[src/rtl/pokemon_render_pkg.sv]
// Shared geometry, colours and snapshot/hit layouts for the frame renderer.
// Latency: n/a (constants, types and pure functions only).
// Backpressure: n/a.
package pokemon_render_pkg;

  localparam int SCREEN_W  = 96;
  localparam int SCREEN_H  = 64;
  localparam int PIXELS    = SCREEN_W * SCREEN_H;
  localparam int BALL_SIZE = 8;
  localparam int CHAR_H    = 18;
  localparam int NUM_BALLS = 12;

  // Geometry is kept 8 bits wide so that "top + height" never wraps.
  localparam logic [7:0] LANE_TOP [3] = '{8'd1, 8'd19, 8'd37};
  localparam logic [7:0] BALL_TOP [3] = '{8'd6, 8'd24, 8'd42};

  localparam logic [7:0] CHAR_C_X0   = 8'd1;
  localparam logic [7:0] CHAR_C_X1   = 8'd16;
  localparam logic [7:0] CHAR_S_X0   = 8'd79;
  localparam logic [7:0] CHAR_S_X1   = 8'd94;
  localparam logic [7:0] SHIELD_C_X0 = 8'd17;
  localparam logic [7:0] SHIELD_C_X1 = 8'd18;
  localparam logic [7:0] SHIELD_S_X0 = 8'd77;
  localparam logic [7:0] SHIELD_S_X1 = 8'd78;

  localparam logic [15:0] DEF_COL_BG     = 16'h0000;
  localparam logic [15:0] DEF_COL_FIRE   = 16'hF800;
  localparam logic [15:0] DEF_COL_WATER  = 16'h001F;
  localparam logic [15:0] DEF_COL_CHAR   = 16'hFC00;
  localparam logic [15:0] DEF_COL_SQUIR  = 16'h07FF;
  localparam logic [15:0] DEF_COL_SHIELD = 16'hFFE0;
  localparam logic [15:0] DEF_COL_HP     = 16'h07E0;
  localparam logic [15:0] DEF_COL_DEAD   = 16'h8410;
  localparam logic [15:0] COL_WHITE      = 16'hFFFF;

  // Game state frozen at frame_begin; rendering never looks at live inputs.
  typedef struct packed {
    logic [5:0]                  top_c;
    logic [5:0]                  top_s;
    logic [NUM_BALLS-1:0]        fb_en;
    logic [NUM_BALLS-1:0]        wb_en;
    logic [NUM_BALLS-1:0][6:0]   fb_x;
    logic [NUM_BALLS-1:0][6:0]   wb_x;
    logic [5:0]                  shield;
    logic                        alive_c;
    logic                        alive_s;
    logic [5:0]                  bar_c;
    logic [5:0]                  bar_s;
  } snap_t;

  // Per-pixel layer hits handed from stage 1 to the stage 2 priority mux.
  typedef struct packed {
    logic oob;
    logic hp;
    logic shield;
    logic chr_c;
    logic chr_s;
    logic chr_dead;
    logic chr_white;
    logic fire;
    logic water;
  } hit_t;

  function automatic logic [6:0] clamp_health(input logic [31:0] h);
    return (h > 32'd100) ? 7'd100 : h[6:0];
  endfunction

  function automatic logic in_span(input logic [7:0] v, input logic [7:0] lo,
                                   input logic [7:0] hi);
    return (v >= lo) && (v <= hi);
  endfunction

endpackage

[src/rtl/pokemon_flash_timer.sv]
// Per-character hit-flash timer: reloads on a health drop, counts down per frame.
// Latency: counter and flash phase update on the frame_begin edge.
// Backpressure: none; advances only on frame_begin.
module pokemon_flash_timer #(
  parameter int FLASH_FRAMES = 8
) (
  input  logic       clk,
  input  logic       rst_n,
  input  logic       frame_begin,
  input  logic [6:0] health,
  output logic       flash
);

  logic [7:0] cnt_q, cnt_d;
  logic [6:0] prev_q, prev_d;

  // A drop versus the previous snapshot reloads (and beats the decrement).
  always_comb begin
    cnt_d  = cnt_q;
    prev_d = prev_q;
    if (frame_begin) begin
      prev_d = health;
      if (health < prev_q) begin
        cnt_d = 8'(FLASH_FRAMES);
      end else if (cnt_q != 8'd0) begin
        cnt_d = cnt_q - 8'd1;
      end
    end
  end

  // Counter and previous-health registers.
  always_ff @(posedge clk or negedge rst_n) begin
    if (!rst_n) begin
      cnt_q  <= 8'd0;
      prev_q <= 7'd100;
    end else begin
      cnt_q  <= cnt_d;
      prev_q <= prev_d;
    end
  end

  // White on counter values with bit 1 set gives a two-on/two-off blink.
  assign flash = (cnt_q != 8'd0) && cnt_q[1];

endmodule

[src/rtl/pokemon_frame_renderer.sv]
// Renders snapshotted game state into RGB565 pixels for the 96x64 OLED.
// Latency: pixel_valid/oled_data two clocks after the request is captured.
// Backpressure: none; accepts one pixel_req per cycle.
module pokemon_frame_renderer
  import pokemon_render_pkg::*;
#(
  parameter int          FLASH_FRAMES = 8,
  parameter int          BAR_MAX      = 40,
  parameter logic [15:0] COL_BG       = DEF_COL_BG,
  parameter logic [15:0] COL_FIRE     = DEF_COL_FIRE,
  parameter logic [15:0] COL_WATER    = DEF_COL_WATER,
  parameter logic [15:0] COL_CHAR     = DEF_COL_CHAR,
  parameter logic [15:0] COL_SQUIR    = DEF_COL_SQUIR,
  parameter logic [15:0] COL_SHIELD   = DEF_COL_SHIELD,
  parameter logic [15:0] COL_HP       = DEF_COL_HP,
  parameter logic [15:0] COL_DEAD     = DEF_COL_DEAD
) (
  input  logic        clk,
  input  logic        rst_n,
  input  logic [12:0] pixel_index,
  input  logic        pixel_req,
  input  logic        frame_begin,
  input  logic [5:0]  topYCharmander,
  input  logic [5:0]  topYSquirtle,
  input  logic [11:0] FireBall_EN,
  input  logic [11:0] WaterBall_EN,
  input  logic [83:0] leftX_fb_flat,
  input  logic [83:0] leftX_wb_flat,
  input  logic [5:0]  Shield_EN,
  input  logic        Charmander_Alive,
  input  logic        Squirtle_Alive,
  input  logic [31:0] Health_Charmander,
  input  logic [31:0] Health_Squirtle,
  output logic [15:0] oled_data,
  output logic        pixel_valid
);

  function automatic logic [5:0] bar_len(input logic [6:0] h);
    return 6'(({9'd0, h} * 16'(BAR_MAX)) / 16'd100);
  endfunction

  localparam snap_t SNAP_RST = '{
    top_c:   6'd19,
    top_s:   6'd19,
    fb_en:   '0,
    wb_en:   '0,
    fb_x:    {NUM_BALLS{7'd17}},
    wb_x:    {NUM_BALLS{7'd74}},
    shield:  '0,
    alive_c: 1'b1,
    alive_s: 1'b1,
    bar_c:   6'(BAR_MAX),
    bar_s:   6'(BAR_MAX)
  };

  snap_t       snap_q, snap_d;
  logic [6:0]  hc_in, hs_in;
  logic        flash_c, flash_s;
  logic [6:0]  x0_q, x0_d, y0_q, y0_d;
  logic        oob0_q, oob0_d, valid0_q, valid0_d;
  hit_t        hit1_q, hit1_d;
  logic        valid1_q, valid1_d;
  logic [15:0] oled_q, oled_d;
  logic        pixel_valid_q, pixel_valid_d;
  logic [7:0]  px, py;
  logic        c_box, s_box;

  assign hc_in = clamp_health(Health_Charmander);
  assign hs_in = clamp_health(Health_Squirtle);

  // Whole game state is captured on the frame strobe so a frame never tears.
  always_comb begin
    snap_d = snap_q;
    if (frame_begin) begin
      snap_d.top_c   = topYCharmander;
      snap_d.top_s   = topYSquirtle;
      snap_d.fb_en   = FireBall_EN;
      snap_d.wb_en   = WaterBall_EN;
      snap_d.fb_x    = leftX_fb_flat;
      snap_d.wb_x    = leftX_wb_flat;
      snap_d.shield  = Shield_EN;
      snap_d.alive_c = Charmander_Alive;
      snap_d.alive_s = Squirtle_Alive;
      snap_d.bar_c   = bar_len(hc_in);
      snap_d.bar_s   = bar_len(hs_in);
    end
  end

  pokemon_flash_timer #(.FLASH_FRAMES(FLASH_FRAMES)) u_flash_c (
    .clk(clk), .rst_n(rst_n), .frame_begin(frame_begin), .health(hc_in), .flash(flash_c)
  );

  pokemon_flash_timer #(.FLASH_FRAMES(FLASH_FRAMES)) u_flash_s (
    .clk(clk), .rst_n(rst_n), .frame_begin(frame_begin), .health(hs_in), .flash(flash_s)
  );

  // Stage 0: split the linear index into x/y and flag off-screen requests.
  always_comb begin
    x0_d     = x0_q;
    y0_d     = y0_q;
    oob0_d   = oob0_q;
    valid0_d = pixel_req;
    if (pixel_req) begin
      x0_d   = 7'(pixel_index % 13'(SCREEN_W));
      y0_d   = 7'(pixel_index / 13'(SCREEN_W));
      oob0_d = (pixel_index >= 13'(PIXELS));
    end
  end

  assign px    = {1'b0, x0_q};
  assign py    = {1'b0, y0_q};
  assign c_box = in_span(px, CHAR_C_X0, CHAR_C_X1) &&
                 in_span(py, {2'b00, snap_q.top_c}, {2'b00, snap_q.top_c} + 8'(CHAR_H - 1));
  assign s_box = in_span(px, CHAR_S_X0, CHAR_S_X1) &&
                 in_span(py, {2'b00, snap_q.top_s}, {2'b00, snap_q.top_s} + 8'(CHAR_H - 1));

  // Stage 1: test every layer against the snapshot current in this cycle.
  always_comb begin
    hit1_d    = '0;
    valid1_d  = valid0_q;
    hit1_d.oob = oob0_q;
    hit1_d.hp  = (py == 8'd0) &&
                 ((px < {2'b00, snap_q.bar_c}) ||
                  ((snap_q.bar_s != 6'd0) && (px >= 8'(SCREEN_W) - {2'b00, snap_q.bar_s})));
    for (int l = 0; l < 3; l++) begin
      if (in_span(py, LANE_TOP[l], LANE_TOP[l] + 8'(CHAR_H - 1))) begin
        if (snap_q.shield[l] && in_span(px, SHIELD_C_X0, SHIELD_C_X1)) hit1_d.shield = 1'b1;
        if (snap_q.shield[3+l] && in_span(px, SHIELD_S_X0, SHIELD_S_X1)) hit1_d.shield = 1'b1;
      end
    end
    hit1_d.chr_c     = c_box;
    hit1_d.chr_s     = s_box;
    hit1_d.chr_dead  = (c_box && !snap_q.alive_c) || (s_box && !snap_q.alive_s);
    hit1_d.chr_white = (c_box && snap_q.alive_c && flash_c) ||
                       (s_box && snap_q.alive_s && flash_s);
    for (int n = 0; n < NUM_BALLS; n++) begin
      if (in_span(py, BALL_TOP[n/4], BALL_TOP[n/4] + 8'(BALL_SIZE - 1))) begin
        if (snap_q.fb_en[n] &&
            in_span(px, {1'b0, snap_q.fb_x[n]}, {1'b0, snap_q.fb_x[n]} + 8'(BALL_SIZE - 1)))
          hit1_d.fire = 1'b1;
        if (snap_q.wb_en[n] &&
            in_span(px, {1'b0, snap_q.wb_x[n]}, {1'b0, snap_q.wb_x[n]} + 8'(BALL_SIZE - 1)))
          hit1_d.water = 1'b1;
      end
    end
  end

  // Stage 2: priority mux; fire beats water where balls overlap.
  always_comb begin
    oled_d        = oled_q;
    pixel_valid_d = valid1_q;
    if (valid1_q) begin
      if (hit1_q.oob)                      oled_d = COL_BG;
      else if (hit1_q.hp)                  oled_d = COL_HP;
      else if (hit1_q.shield)              oled_d = COL_SHIELD;
      else if (hit1_q.chr_c || hit1_q.chr_s) begin
        if (hit1_q.chr_dead)               oled_d = COL_DEAD;
        else if (hit1_q.chr_white)         oled_d = COL_WHITE;
        else if (hit1_q.chr_c)             oled_d = COL_CHAR;
        else                               oled_d = COL_SQUIR;
      end
      else if (hit1_q.fire)                oled_d = COL_FIRE;
      else if (hit1_q.water)               oled_d = COL_WATER;
      else                                 oled_d = COL_BG;
    end
  end

  // All state registers; reset empties the pipeline at once.
  always_ff @(posedge clk or negedge rst_n) begin
    if (!rst_n) begin
      snap_q        <= SNAP_RST;
      x0_q          <= 7'd0;
      y0_q          <= 7'd0;
      oob0_q        <= 1'b0;
      valid0_q      <= 1'b0;
      hit1_q        <= '0;
      valid1_q      <= 1'b0;
      oled_q        <= 16'h0000;
      pixel_valid_q <= 1'b0;
    end else begin
      snap_q        <= snap_d;
      x0_q          <= x0_d;
      y0_q          <= y0_d;
      oob0_q        <= oob0_d;
      valid0_q      <= valid0_d;
      hit1_q        <= hit1_d;
      valid1_q      <= valid1_d;
      oled_q        <= oled_d;
      pixel_valid_q <= pixel_valid_d;
    end
  end

  assign oled_data   = oled_q;
  assign pixel_valid = pixel_valid_q;

endmodule

[config.mk]
export PLATFORM = sky130hd
export DESIGN_NAME = pokemon_frame_renderer
export DESIGN_NICKNAME = d
export VERILOG_FILES = /design/src/rtl/pokemon_render_pkg.sv /design/src/rtl/pokemon_flash_timer.sv /design/src/rtl/pokemon_frame_renderer.sv
export SDC_FILE = /design/constraint.sdc
export NUM_CORES = 1
export LEC_CHECK = 0
export CAP_MARGIN = 20
export CELL_PAD_IN_SITES_DETAIL_PLACEMENT = 1
export CELL_PAD_IN_SITES_GLOBAL_PLACEMENT = 1
export CORE_ASPECT_RATIO = 1.25
export CORE_UTILIZATION = 45
export DETAILED_ROUTE_END_ITERATION = 7
export DONT_BUFFER_PORTS = 1
export PLACE_DENSITY = 0.85
export REMOVE_ABC_BUFFERS = 1
export SLEW_MARGIN = 25
export SYNTH_ARGS = -nofsm -noshare
export SYNTH_HDL_FRONTEND = slang
export SYNTH_SLANG_ARGS = --single-unit
[constraint.sdc]
create_clock -name clk -period 2.7 [get_ports clk]
set_input_delay 0.135 -clock clk [delete_from_list [all_inputs] [get_ports clk]]
set_output_delay 0.135 -clock clk [all_outputs]
set_load 0.02 [all_outputs]
==> results of run 1 <==
[cells by family after synthesis]
| group | after synthesis |
|---|---|
| simple gates | 927 |
| compound gates | 735 |
| fa+ha+maj | 443 |
| buf+inv | 321 |
| flops | 287 |
| xor+xnor | 168 |
| mux | 63 |
[what timing repair did]
item	4_1_cts
setup buffers	48
resized for setup	309
hold buffers	515
endpoints found under the hold margin	544
pin swaps	135
cloned	4
setup endpoints to repair	33
[cell usage after synthesis (15+ instances only)]
library cell and n:
nor2b_1 104, nand3_1 62, mux2i_1 16, clkbuf_1 68
o21a_1 17, or3_1 31, nand2b_1 91, o21ai_0 327
and3_1 15, nor3_1 48, inv_1 233, dfstp_2 78
a21oi_1 169, mux2_2 47, nand2_1 341, o221ai_1 24
nand4_1 73, o211ai_1 16, ha_1 441, nor2_1 94
o22ai_1 16, xnor2_1 154, dfrtp_1 209, a21o_1 42
nor4_1 20
[routing by layer]
| layer | global-route usage | overflow |
|---|---|---|
| met1 | 0.6936 | 0 |
| met2 | 0.9259 | 4 |
| met3 | 0.6042 | 5 |
| met4 | 0.7425 | 18 |
| met5 | 0.3077 | 1 |
[metrics by stage]
stage	instance area, sq um	setup slack [ns]	setup TNS [ns]	utilization	hold slack (ns)
floorplan	24960	-4.424	-46.54	-	-0.1606
global placement	28040	-4.022	-45.62	0.5076	-0.1554
detailed placement	28040	-4.252	-51.82	0.5076	-0.1535
CTS	36290	-3.327	-28.83	0.6568	-0.7580
==> flow_summary.ini, run 1 <==
[run_status]
status = aborted with a tool error
stop_stage = global routing (5_1_grt)
error = [ERROR GRT-0232] Routing congestion too high. Check the congestion heatmap in the GUI.

[synth]
synthArstFlopShare = 1.000
synth-edff-count = 0
syn_inst = 2944
synth_fa_ha_area_frac = 0.2194
synth_top_area_cell = ha_1
synth.distinct_cells = 88
muxShareOfSynthArea = 0.02722
ys_ff_latch = 287
synth_top_family_by_area = adder cells
yosys-top-cells-area = ha_1, dfrtp_1, dfstp_2
synth_xor_area_frac = 0.05809
synth_top_area_share = 0.2179
synth_compound_area_frac = 0.1755
synth_area_per_cell_sq_um = 8.603
yosysSeqAreaShare = 0.2874
yosys.area_share.simple = 0.1827
yosysWarnings = 0
synthFlopType = dfrtp_1
syn_area_sq_um = 25330

[clock_network]
numCtsBuffers = 38
htree_levels = 2
cts_root_buf = clkbuf_16
clock_sinks = 287
cts.path.max_buffers = 3

[floorplan]
die_y_um = 267.2
num_io_pins = 310
die-width_um = 214.2
start_util = 0.4584
rows = 96

[global_route]
grtUsageTotal = 0.7346
grt_start_max_net_pins = 305
grt_overflow = 28

[sta]
endpoint_type = register input
crit_endpoint = snap_q[6]$_DFFE_PN0P_/D

[placement]
dp_cells = 3862
place_congestion = 0.9205
hpwl_um = 61810
portBuffers = 0
==> inputs of run 2 (changes only) <==
CELL_PAD_IN_SITES_DETAIL_PLACEMENT = not set   (was 1)
CELL_PAD_IN_SITES_GLOBAL_PLACEMENT = not set   (was 1)
CORE_ASPECT_RATIO = not set   (was 1.25)
CORE_UTILIZATION = 30   (was 45)
PLACE_DENSITY = not set   (was 0.85)
PLACE_DENSITY_LB_ADDON = 0.15   (was not set)
clock period = 3.51 ns   (was 2.7 ns; I/O delays follow)
==> flow_summary.ini, run 2 <==
[worst_setup_path]
required_ns = 3.95
crit_start = Health_Charmander[10]
cp-end-kind = flop
cp.arrival_ns = 6.17
slowest_delay_ns = 0.52
reg2reg_from = snap_q[212]
critPathBufInv = 2
crit_family = simple AND/OR/NAND/NOR gates
crit_end = snap_q[6]
worst-r2r-setup-slack_ns = 0.28
critPathKind = input port to flop
cp.depth = 28
ff2ff_path_depth = 16
crit_slowest_cell = or4_4
cp_max_fo = 5
startpoint_type = input port
rr_endpoint = hit1_q[2]

[routing]
routed.top_layer = met5
antenna_left = 0
drt_iter0_drc = 996
via_per_inst = 5.001
vias = 23583
wl_um = 81060
wl_met3_um = 3309
drc = 0
wl_met2_um = 39520
wl_per_cell_um = 17.19
m1WireLength_um = 36430
drtPass1Iterations = 5

[synth]
syn_area_sq_um = 25330
yosysSeqAreaShare = 0.2874
synth_top_area_cell = ha_1
ys_ff_latch = 287
synth-edff-count = 0
synthArstFlopShare = 1.000
synth_common_cells = ha_1, nand2_1, o21ai_0, inv_1, dfrtp_1
synth.distinct_cells = 88
yosys-top-cells-area = ha_1, dfrtp_1, dfstp_2
synth.most_common_cell = ha_1
synth_area_per_cell_sq_um = 8.603
syn_inst = 2944
synthFlopType = dfrtp_1
synth_top_area_share = 0.2179
yosysWarnings = 0

[clock_network]
clock_sinks = 287
cts_root_buf = clkbuf_16
htree_levels = 2
cts.path.max_buffers = 3
clk_latency_ns = 0.57
hold_buffers = 443
numCtsBuffers = 42
clkTransAtPathRegs_ns = 0.05
cts_tree = yes

[placement]
portBuffers = 0
hpwl_um = 55370
place_congestion = 0.8323
dpl_cell_area_sq_um = 28000

[sta]
setup_slack_ns = -2.214
rsz0062_at_grt = true
fmax_ghz = 0.1747
drv_slew = 0
post-route-period-util = 1.631
setup-violations-final = 10
slew_headroom = 0.3034
finalClockSkew_ns = 0.01405
holdWs_ns = -0.6917
worst_pin_slew_ns = 1.045
fin_crit_ns = 5.724
hold_violations = 287
fin_setup_tns_ns = -12.66

[run]
cap_violations = 0

[global_route]
grt_start_max_net_pins = 288
grt_pass1_vias = 24585
grt_overflow = 0
grtUsageTotal = 0.1883
grt_pass1_wl_um = 130200
antenna_found_initial = 9

[power_and_ir_drop]
cellPowerDensity_nw_per_um2 = 360.7
leakage_nw = 15.66
vdd_drop_max_v = 0.0003234
finalPower_mw = 12.69

[floorplan]
num_io_pins = 310
die_y_um = 292.6
core-area_sq_um = 83560
dieArea_sq_um = 85590
die-width_um = 292.6
rows = 106
start_util = 0.3031

[layout]
reg_top3 = snap_q: 224 flops, hit1_q: 9 flops
final_nets = 4337
layout_common_cells = dlygate4sd3_1, ha_1, nand2_1, o21ai_0, buf_4
largest_register_ffs = 224
syn2layout_area_growth_pct = 38.86
final_area_sq_um = 35170
n_fill_cell = 8184
fin_util = 0.4209
drive_above_1_share = 0.1685
final_common_cell = dlygate4sd3_1
top_register = snap_q

[worst_hold_path]
hp-class = input port to async pin

[run_status]
status = finished with violations
violations = hold timing, setup timing
## run 2: cell counts after synthesis
Identical to the previous run, type by type.
## run 2: worst min path at each step
stage | start | endpoint | slack [ns] | cells after the start
after floorplan | rst_n | hit1_q[0] | -0.12 | 0
after global placement | rst_n | snap_q[113] | -0.11 | 0
after detailed placement | rst_n | snap_q[113] | -0.11 | 0
after CTS | rst_n | snap_q[113] | -0.73 | 0
after global routing | rst_n | snap_q[114] | -0.73 | 0
final | rst_n | snap_q[112] | -0.69 | 0
## run 2: stage by stage
stage | setup WS, ns | cells
6_report | -2.214 | 4716
5_1_grt | -2.480 | 4716
4_1_cts | -2.431 | 4703
3_5_place_dp | -3.412 | 4153
3_3_place_gp | -3.268 | 4153
2_1_floorplan | -3.654 | 2859
## run 2: worst reg2reg max path, stage by stage, from the launching register on
cell and delay [ns]:
dfstp_2 0.57, ha_1 0.24, inv_1 0.05, ha_1 0.22, nor2b_1 0.13, o21ai_0 0.14
nand2b_1 0.07, a21oi_1 0.16, nor2b_1 0.06, o21ai_0 0.14, nand2b_1 0.07, a21oi_1 0.14
a41oi_1 0.06, a2111oi_0 0.67, buf_4 0.25, nand4_1 0.10, o21ai_0 0.09
## run 2: report_power, final
group          total [mW]  internal, mW  leakage, nW  switching [mW]
registers            4.19          3.73         3.38           0.461
logic                4.17          2.07         11.6            2.11
clock network        4.32          2.65        0.698            1.68
## run 2: cell type report
type / count / area [sq um] / share of cell area
clock buffers: 60 / 1230 / 0.03497
repair buffers: 698 / 6502 / 0.1849
well taps: 1080 / 1351 / 0.03842
flip-flops and latches: 287 / 7302 / 0.2076
inverters: 236 / 892.1 / 0.02537
multi-input cells: 2336 / 17730 / 0.5040
diodes: 3 / 7.507 / 0.0002135
clock inverters: 16 / 158.9 / 0.004518
## run 2: what timing repair did
| item | CTS | global route |
|---|---|---|
| cloned | 1 | 0 |
| setup buffers | 31 | 14 |
| hold endpoints to repair | 540 | 287 |
| endpoints found under the setup margin | 11 | 17 |
| resized for setup | 117 | 84 |
| pin swaps | 65 | 68 |
## run 2: logic make-up after synthesis
group / count (synthesis) / synth area share
buf+inv: 321 / 0.04970
xor+xnor: 168 / 0.05809
flops: 287 / 0.2874
simple gates: 927 / 0.1827
fa+ha+maj: 443 / 0.2194
mux: 63 / 0.02722
compound gates: 735 / 0.1755
## run 2: metal layers
layer  up-vias  track usage
li1      11779            -
met1     11308       0.2347
met2       389       0.3334
met3        99      0.03210
met4         8      0.04827
met5         -            0
Power figures use the tool's default switching activity.
==> inputs of run 3 (changes only) <==
CORE_UTILIZATION = 60   (was 30)
clock period = 4.6 ns   (was 3.51 ns; I/O delays follow)
==> flow_summary.ini, run 3 (synthesized netlist as in run 2, its figures left out) <==
[floorplan]
start_util = 0.6147
dieArea_sq_um = 43040
num_io_pins = 310
rows = 74
die-width_um = 207.5
core-area_sq_um = 41200
die_y_um = 207.5

[clock_network]
numCtsBuffers = 37
cts.path.max_buffers = 3
cts_tree = yes
hold_buffers = 377
clock_sinks = 287
clk_latency_ns = 0.58
htree_levels = 2
clkTransAtPathRegs_ns = 0.06
cts_root_buf = clkbuf_16

[sta]
post-route-period-util = 1.258
holdWs_ns = -0.6394
rsz0062_at_grt = true
setup-violations-final = 6
finalClockSkew_ns = 0.01907
setup_slack_ns = -1.185
slew_headroom = 0.2439
fin_crit_ns = 5.785
fmax_ghz = 0.1729
fin_setup_tns_ns = -4.678
worst_pin_slew_ns = 1.134
drv_slew = 0
hold_violations = 287

[worst_setup_path]
startpoint_type = input port
reg2reg_from = x0_q[2]
critPathKind = input port to flop
rr_endpoint = hit1_q[1]
ff2ff_path_depth = 12
required_ns = 5.06
cp-end-kind = flop
cp.arrival_ns = 6.24
cp_max_fo = 5
worst-r2r-setup-slack_ns = 1.17

[global_route]
grt_pass1_wl_um = 130500
grt_start_max_net_pins = 288
grt_pass1_vias = 26237
antenna_found_initial = 4
grt_overflow = 0
grtUsageTotal = 0.3713

[routing]
drtPass1Iterations = 6
wl_per_cell_um = 20.10
wl_um = 81210
drt_iter0_drc = 1957
vias = 24955
via_per_inst = 6.175
drc = 0
antenna_left = 0

[placement]
hpwl_um = 47970
place_congestion = 0.9120
portBuffers = 0
dpl_cell_area_sq_um = 27000
pre_cts_slack_ns = -2.256
dp_cells = 3569

[layout]
largest_register_ffs = 224
final_nets = 4213
top_register = snap_q
final_cells = 4041
final_common_cell = ha_1
multi_input_area_sq_um = 17440
final-seq-area_sq_um = 7287
syn2layout_area_growth_pct = 29.89
reg_top3 = snap_q: 224 flops, hit1_q: 9 flops
drive_above_1_share = 0.1443
layout_common_cells = ha_1, dlygate4sd3_1, nand2_1, o21ai_0, inv_1
final_area_sq_um = 32900
n_fill_cell = 2512

[run_status]
status = finished with violations
violations = hold timing, setup timing

[power_and_ir_drop]
vdd_drop_max_v = 0.0003091
cellPowerDensity_nw_per_um2 = 288.5
leakage_nw = 14.97

[worst_hold_path]
hp-class = input port to async pin

[run]
cap_violations = 0
[run 3: changes by cell type in the layout (fill, tap and decap cells not counted), sizes merged]
cell | previous run | this run
dlygate4sd3 | 441 | 375
buf | 257 | 204
clkbuf | 60 | 53
clkinv | 14 | 8
inv | 235 | 239
clkinvlp | 0 | 1
[run 3: cell type report]
cell class | count | share of cell area
Multi-Input combinational cell | 2336 | 0.5300
Sequential cell | 287 | 0.2215
Timing Repair Buffer | 579 | 0.1634
Clock buffer | 53 | 0.03210
Inverter | 236 | 0.02696
Tap cell | 532 | 0.02023
Clock inverter | 15 | 0.005553
Antenna cell | 3 | 0.0002282
[run 3: power breakdown]
part | leakage (nW) | internal (mW) | total (mW) | switching [mW]
Sequential | 3.38 | 2.84 | 3.25 | 0.405
Clock | 0.610 | 1.78 | 3.03 | 1.25
Combinational | 11.0 | 1.52 | 3.21 | 1.69
[run 3: stage by stage]
stage,utilization,hold WS (ns),power [mW]
2_1_floorplan,-,-0.06559,5.161
3_3_place_gp,0.6554,-0.05998,5.720
3_5_place_dp,0.6554,-0.05947,5.902
4_1_cts,0.7905,-0.6580,9.269
5_1_grt,0.7985,-0.6646,10.03
6_report,0.7985,-0.6394,9.490
[run 3: metal layers]
layer / vias up / share of wire / track usage
met5: - / 0.00016 / 0
met4: 2 / 0.056 / 0.2133
met3: 401 / 0.064 / 0.06611
met2: 1115 / 0.48 / 0.6403
met1: 11922 / 0.39 / 0.4342
li1: 11515 / - / -
[run 3: what timing repair did]
item | in CTS | in global routing
hold endpoints to repair | 545 | 287
gates cloned | 1 | 0
setup endpoints to repair | 7 | 7
setup buffers | 14 | 9
pin swaps | 53 | 32
resized for setup | 85 | 40
[run 3: how the worst max path moves through the flow]
stage,slack [ns],startpoint,endpoint,depth (start not counted)
after global routing,-1.40,Health_Charmander[15],snap_q[6],31
after global placement,-2.05,Health_Charmander[15],snap_q[6],26
after CTS,-1.33,Health_Charmander[15],snap_q[6],31
final,-1.19,Health_Charmander[15],snap_q[6],27
after detailed placement,-2.26,Health_Charmander[15],snap_q[6],26
after floorplan,-2.62,Health_Squirtle[19],snap_q[0],27
[run 3: worst max-delay path: stages]
cell and delay (ns):
or4_4 0.53, nor4_4 0.16, and3_4 0.23, and3_1 0.22
buf_4 0.15, ha_1 0.23, ha_1 0.35, a211o_1 0.36
and3_4 0.22, or2_4 0.26, o22ai_2 0.16, o21ai_1 0.07
a311o_1 0.40, and2_4 0.19, or4_4 0.53, a21oi_4 0.17
a2bb2o_4 0.24, a32oi_4 0.23, nand2_2 0.10, xnor2_2 0.15
inv_1 0.08, ha_2 0.19, nor2b_1 0.13, o22a_1 0.19
o2bb2ai_2 0.13, mux2i_1 0.09, a211o_1 0.25
